$ cat src/rtl/serial_add_ctrl_pkg.sv
// adder_pkg: shared types and constants for the serial adder controller.
//   state_t   - controller FSM states (IDLE, RUN, DONE)
//   ADD_WIDTH - default operand width
package adder_pkg;

    localparam int ADD_WIDTH = 8;

    typedef enum logic [1:0] {
        IDLE = 2'd0,
        RUN  = 2'd1,
        DONE = 2'd2
    } state_t;

endpackage

$ cat src/rtl/serial_add_ctrl_fa_cell.sv
// fa_cell: purely combinational 1-bit full adder.
// Ports:
//   a, b, cin - addend bits and carry in
//   s, cout   - sum bit and carry out
module fa_cell (
    input  logic a,
    input  logic b,
    input  logic cin,
    output logic s,
    output logic cout
);

    assign s    = a ^ b ^ cin;
    assign cout = (a & b) | (cin & (a ^ b));

endmodule

$ cat src/rtl/serial_add_ctrl.sv
// serial_add_ctrl: bit-serial WIDTH-bit adder built around one fa_cell,
// LSB first, one bit per clock.
//
// state | meaning
// IDLE  | req_ready = 1, waiting for an operand pair
// RUN   | one bit per clock through the shared full-adder cell
// DONE  | rsp_valid = 1, result held until rsp_ready
//
// Ports:
//   clk, rst_n            - clock, async active-low reset
//   req_valid/req_ready   - operand handshake; op_a, op_b sampled at accept
//   rsp_valid/rsp_ready   - result handshake
//   rsp_sum/carry/ovf     - registered sum, carry out of MSB, signed overflow
// Optional macro SERIAL_ADD_SUB_EN: adds op_sub input (1 = compute A - B,
// rsp_carry = 1 means no borrow).
module serial_add_ctrl
    import adder_pkg::*;
#(
    parameter  int WIDTH = ADD_WIDTH,
    localparam int CNT_W = (WIDTH > 1) ? $clog2(WIDTH) : 1
) (
    input  logic             clk,
    input  logic             rst_n,
    input  logic             req_valid,
    output logic             req_ready,
    input  logic [WIDTH-1:0] op_a,
    input  logic [WIDTH-1:0] op_b,
`ifdef SERIAL_ADD_SUB_EN
    input  logic             op_sub,
`endif
    output logic             rsp_valid,
    input  logic             rsp_ready,
    output logic [WIDTH-1:0] rsp_sum,
    output logic             rsp_carry,
    output logic             rsp_ovf
);

    state_t           state;
    state_t           state_nxt;
    logic [WIDTH-1:0] a_sr;
    logic [WIDTH-1:0] b_sr;
    logic [WIDTH-1:0] sum_sr;
    logic [WIDTH-1:0] sum_nxt;
    logic [CNT_W-1:0] cnt;
    logic             c;
    logic             b_bit;
    logic             s;
    logic             co;
    logic             last;
    logic             init_c;

`ifdef SERIAL_ADD_SUB_EN
    logic sub_r;

    // Subtraction is A + ~B + 1: invert each b bit and seed the carry.
    assign b_bit  = b_sr[0] ^ sub_r;
    assign init_c = op_sub;
`else
    assign b_bit  = b_sr[0];
    assign init_c = 1'b0;
`endif

    fa_cell u_fa (
        .a    (a_sr[0]),
        .b    (b_bit),
        .cin  (c),
        .s    (s),
        .cout (co)
    );

    assign last      = (cnt == CNT_W'(WIDTH - 1));
    assign req_ready = (state == IDLE);
    assign rsp_valid = (state == DONE);

    // Written as shift-then-overwrite so it stays legal for WIDTH = 1.
    always_comb begin
        sum_nxt            = sum_sr >> 1;
        sum_nxt[WIDTH-1]   = s;
    end

    always_comb begin
        state_nxt = state;
        case (state)
            IDLE:    if (req_valid) state_nxt = RUN;
            RUN:     if (last)      state_nxt = DONE;
            DONE:    if (rsp_ready) state_nxt = IDLE;
            default:                state_nxt = IDLE;
        endcase
    end

    always_ff @(posedge clk or negedge rst_n) begin
        if (!rst_n) state <= IDLE;
        else        state <= state_nxt;
    end

    always_ff @(posedge clk or negedge rst_n) begin
        if (!rst_n) begin
            a_sr      <= '0;
            b_sr      <= '0;
            sum_sr    <= '0;
            cnt       <= '0;
            c         <= 1'b0;
            rsp_sum   <= '0;
            rsp_carry <= 1'b0;
            rsp_ovf   <= 1'b0;
`ifdef SERIAL_ADD_SUB_EN
            sub_r     <= 1'b0;
`endif
        end else begin
            case (state)
                IDLE: begin
                    if (req_valid) begin
                        a_sr   <= op_a;
                        b_sr   <= op_b;
                        sum_sr <= '0;
                        cnt    <= '0;
                        c      <= init_c;
`ifdef SERIAL_ADD_SUB_EN
                        sub_r  <= op_sub;
`endif
                    end
                end
                RUN: begin
                    a_sr   <= a_sr >> 1;
                    b_sr   <= b_sr >> 1;
                    sum_sr <= sum_nxt;
                    c      <= co;
                    cnt    <= cnt + CNT_W'(1);
                    if (last) begin
                        rsp_sum   <= sum_nxt;
                        rsp_carry <= co;
                        // c is the carry into the MSB on the last bit
                        rsp_ovf   <= c ^ co;
                    end
                end
                default: ;
            endcase
        end
    end

endmodule

$ cat config.mk
export PLATFORM = sky130hd
export DESIGN_NAME = serial_add_ctrl
export DESIGN_NICKNAME = d
export VERILOG_FILES = /design/src/rtl/serial_add_ctrl_pkg.sv /design/src/rtl/serial_add_ctrl_fa_cell.sv /design/src/rtl/serial_add_ctrl.sv
export SDC_FILE = /design/constraint.sdc
export NUM_CORES = 1
export LEC_CHECK = 0
export CORE_MARGIN = 4
export CORE_UTILIZATION = 25
export DETAILED_ROUTE_END_ITERATION = 8
export GPL_TIMING_DRIVEN = 0
export SETUP_SLACK_MARGIN = 0.02
export SLEW_MARGIN = 10
export SYNTH_ARGS = -nofsm -noshare
export SYNTH_HDL_FRONTEND = slang
export SYNTH_HIERARCHICAL = 1
export SYNTH_SLANG_ARGS = --single-unit
$ cat constraint.sdc
create_clock -name clk -period 3.25 [get_ports clk]
set_input_delay 0.65 -clock clk [delete_from_list [all_inputs] [get_ports clk]]
set_output_delay 0.65 -clock clk [all_outputs]
set_load 0.05 [all_outputs]
; ---- After elaboration in Yosys (flattened, before gate mapping)
; Cells that the tools add are included.
[word_totals]
regBits = 40
inputBits = 20
output_inout_bits = 12
elab_cells = 41
[op_classes]
addsub = 1
eq_ne = 6
mux = 14
n_bitwise = 6
n_reduce_logical = 5
[ops]
columns = op, count
row1 = 8-bit one-hot mux with 2 select lines, 3
row2 = 8-bit 2-to-1 mux, 3
row3 = 2-bit 2-to-1 mux, 3
row4 = 2-bit one-hot mux with 3 select lines, 1
row5 = 3-bit one-hot mux with 2 select lines, 1
row6 = "2-bit inequality test, second input constant", 2
row7 = 2-bit AND reduction, 2
row8 = "3-bit by 1-bit adder with 3-bit output, second input constant", 1
row9 = "3-bit equality test, second input constant", 1
row10 = 3-bit 2-to-1 mux, 1
row11 = 3-bit AND reduction, 1
row12 = 1-bit XOR, 3
row13 = 1-bit AND, 2
row14 = "2-bit by 1-bit equality test with 1-bit output, second input constant", 1
row15 = "2-bit equality test, second input constant", 1
row16 = 2-bit zero test, 1
row17 = "2-bit by 1-bit inequality test with 1-bit output, second input constant", 1
row18 = 1-bit one-hot mux with 2 select lines, 1
row19 = 2-bit nonzero test, 1
row20 = 1-bit 2-to-1 mux, 1
row21 = 1-bit bitwise OR, 1

; ---- Longest topological paths before layout
[depth]
depth_word = 4
ltp_mapped = 6
depth_no_buf = 5

; ---- By module
; The synthesis kept the hierarchy.
[by_module_without_submodules]
columns = mod, n_inst, cells_per_inst, area_each_um2, seq_area_each_um2
row1 = serial_add_ctrl, 1, 138, 1685.4, 975.9
row2 = fa_cell, 1, 1, 20.0, 0.0

; ---- Least setup slack after synthesis
; No wires, ideal clock.
[synth_timing]
kind = flip-flop to output port
from = register state[1]
to = output port rsp_valid
t_arrival_ps = 1399
required_ps = 2600
slack_ps = 1201
stages_incl_launch_ff = 5
path_buffers = 2
cell_sequence = dfrtp_1 -> buf_4 -> inv_1 -> buf_2 -> nor2_1
[synth_via]
elab_chain_len = 1
[synth_rtl]
columns = item, line_no
row1 = from (decl), serial_add_ctrl.sv:38  ; state_t state;
row2 = from (signal assigned), serial_add_ctrl.sv:93  ; else state <= state_nxt;
row3 = 2-bit equality test, serial_add_ctrl.sv:73  ; assign rsp_valid = (state == DONE);
row4 = to (decl), serial_add_ctrl.sv:31  ; output logic rsp_valid,
; Every way passes these cells.

; ---- Final worst setup path
; Same ends and word-level chain as after synthesis.

==> results.json <==
{
  "status": "complete, no violations",
  "drive_gt1_frac": 0.180,
  "final.min_clock_period_ns": 2.72,
  "die_h_um": 90.6,
  "drtIter0Drc": 51,
  "htreeDepth": 2,
  "min_path_type": "input port to asynchronous set/reset pin",
  "synth_area_leaders": "dfrtp_1 (57%), o22ai_1 (9.5%), mux2_4 (6.2%)",
  "end_kind": "output port",
  "finalMaxSlewViolations": 0,
  "p_leak_uw": 0.000960,
  "synth_cell_types": 25,
  "finClkSkew_ns": 0.00560,
  "worst_slew_pin_slew_ns": 0.506,
  "cp_slowest_cell": "clkdlybuf4s50_1",
  "yosysWarnings": 6,
  "maxCapViolCount": 0,
  "pwr-share-seq": 0.390,
  "ys_seq_area_frac": 0.572,
  "io_buffers": 30,
  "fin_crit_sh": 0.838,
  "worstSkewPairLatency_ns": 0.29,
  "postCtsSetupBuffers": 0,
  "cts_made_buffers": 5,
  "synth_top_area_frac": 0.572,
  "grt_pass1_vias": 1277,
  "synthArstFlopShare": 1.00,
  "seqCellArea_sq_um": 976,
  "clock_path_buffers": 2,
  "routed_via_density": 4.95,
  "diodes": 0,
  "dieArea_sq_mm": 0.00821,
  "antenna_found_initial": 0,
  "ys_seq_elements": 39,
  "grt_pass1_wl_mm": 6.19,
  "finalSetupViolations": 0,
  "track_usage": 0.0940,
  "synthesis.nets": 162,
  "synthCells": 139,
  "criticalPathCategory": "flop to output port",
  "internal_power_uw": 1340,
  "wl_mm": 3.69,
  "fmax_mhz": 367,
  "die_x_um": 90.6,
  "first_pass_iters": 4,
  "rows": 29,
  "cts.hold.buffers_added": 0,
  "swShare": 0.394,
  "grt_overflow": 0,
  "layout.nets": 200,
  "n_fill_cell": 644,
  "final_hold_viol_count": 0,
  "cts_resized": 0,
  "required_ns": 2.60,
  "route.detailed.drc": 0,
  "synth_flop_cell": "dfrtp_1",
  "synth_top_area_cell": "dfrtp_1",
  "cp_slowest_stage_delay_ns": 0.81,
  "clockPowerShare": 0.161,
  "comb_power_share": 0.450,
  "clk_pin_slew_ns": 0.07,
  "cts_tree": "built",
  "cp_cell_sequence": "buf_4 > inv_1 > buf_2 > nor2_1 > clkdlybuf4s50_1",
  "synth-edff-count": 0,
  "io-pin-count": 32,
  "routedWlPerCell_um": 14.5,
  "start_util": 0.263,
  "grt_max_degree": 33,
  "relSlewSlack": 0.662,
  "critPathArrivalTime_ns": 2.07,
  "hpwl_mm": 2.62,
  "routed-via-count": 1262,
  "rsz0062_at_grt": "false",
  "setup_tns_ns": 0,
  "cellPowerDensity_mw_per_mm2": 998,
  "syn_area_sq_mm": 0.00171,
  "whs_ns": 0.197,
  "synth_area_per_cell_sq_um": 12.3,
  "clock_sink_count": 39,
  "p_sw_uw": 872,
  "core_area_sq_mm": 0.00649,
  "ant_nets": 0,
  "cts.root.buffer_cell": "clkbuf_8",
  "crit_path_start_kind": "flop",
  "area_delta_synth_final_pct": 30.0,
  "place_congestion": 0.783,
  "multi_input_area_sq_um": 658,
  "critPathMaxFanout": 10,
  "vdd_ir_drop_max_v": 0.000271
}
-- metal layers --
metal / vias up / share of wire / global-route usage
met1: 604 / 0.50 / 0.133
li1: 600 / - / -
met4: 0 / 0.016 / 0.0383
met3: 6 / 0.070 / 0.0300
met2: 52 / 0.41 / 0.132
met5: - / 0 / 0
-- state kept, by name, summed over array words and instances, names as in the netlist --
register / flops
a_sr: 8
b_sr: 8
c: 1
cnt: 3
rsp_carry: 1
rsp_ovf: 1
rsp_sum: 8
state: 2
sum_sr: 7
-- final cells by class --
| type | instances | area share |
|---|---|---|
| Sequential cell | 39 | 0.440 |
| Multi-Input combinational cell | 88 | 0.297 |
| Timing Repair Buffer | 31 | 0.142 |
| Clock buffer | 8 | 0.0451 |
| Tap cell | 77 | 0.0435 |
| Buffer | 10 | 0.0288 |
| Inverter | 2 | 0.00339 |
-- kinds of logic after synthesis --
logic type | count (synthesis) | synth area share
and+or+nand+nor | 16 | 0.0587
AOI/OAI and AO/OA | 59 | 0.221
buffers and inverters | 12 | 0.0418
DFF | 39 | 0.572
adders and majority gates | 3 | 0.0264
muxes | 9 | 0.0748
xor gates and xnor gates | 1 | 0.00514
-- synthesized netlist by cell type, types with 2 or more instances --
| library cell | instances |
|---|---|
| buf_4 | 3 |
| mux2_4 | 7 |
| nor2b_1 | 2 |
| nand2_1 | 4 |
| a22o_1 | 10 |
| nor2_1 | 5 |
| ha_1 | 2 |
| dfrtp_1 | 39 |
| buf_2 | 6 |
| o21ai_0 | 6 |
| inv_1 | 2 |
| a21oi_1 | 14 |
| mux2_2 | 2 |
| o22ai_1 | 26 |
-- critical path, delay by kind of cell, from the launching register on --
kind | cells | cell delay, ns
and+or+nand+nor | 1 | 0.10
buffers and inverters | 4 | 1.32
DFF | 1 | 0.37
-- power by group through the flow --
stage / registers, uW / logic [uW] / clock network [uW]
CTS: 861 / 1000 / 370
detailed placement: 871 / 999 / 0
floorplan: 1010 / 556 / 0
global placement: 861 / 982 / 0
finish: 863 / 995 / 356
global route: 890 / 1090 / 391
-- metrics by stage --
step | setup WS [ns] | util | power (uW) | instance area, sq um | cells
CTS | 0.498 | 0.341 | 2230 | 2220 | 255
global route | 0.420 | 0.341 | 2370 | 2220 | 255
floorplan | 1.20 | - | 1570 | 1710 | 139
global placement | 0.543 | 0.324 | 1840 | 2100 | 246
detailed placement | 0.831 | 0.326 | 1870 | 2120 | 247
finish | 0.526 | 0.341 | 2210 | 2220 | 255
-- placed cells by master (no fill, tap or decap) --
master / netlist / routed
mux2_2: 2 / 2
a22o_1: 10 / 10
buf_2: 6 / 7
fa_1: 1 / 1
o22ai_1: 26 / 26
o21bai_1: 1 / 1
mux2_4: 7 / 7
clkbuf_1: 0 / 1
o31ai_1: 1 / 1
buf_4: 3 / 3
nand2b_1: 1 / 1
nand3b_1: 1 / 1
dfrtp_1: 39 / 39
ha_1: 2 / 2
nand2b_2: 1 / 1
a21oi_1: 14 / 14
inv_1: 2 / 2
o221a_2: 1 / 1
nor2b_1: 2 / 2
xnor2_1: 1 / 1
nand3b_4: 1 / 1
nand2_1: 4 / 4
nor2_1: 5 / 5
o21ai_0: 6 / 6
buf_6: 1 / 1
buf_12: 0 / 1
clkdlybuf4s50_1: 0 / 29
clkbuf_8: 0 / 7
nor2_4: 1 / 1
-- worst paths after layout --
check	from	to	slack [ns]	cells after the start
max	state[1]	rsp_valid	0.53	5
min	rst_n	a_sr[5]	0.20	1
max reg2reg	cnt[0]	rsp_sum[1]	1.72	5
min reg2reg	cnt[0]	cnt[0]	0.50	1
max in group asynchronous	rst_n	rsp_ovf	2.63	2
min in group clk	cnt[0]	cnt[0]	0.50	1
No activity file was read; power rests on OpenSTA's default activity.
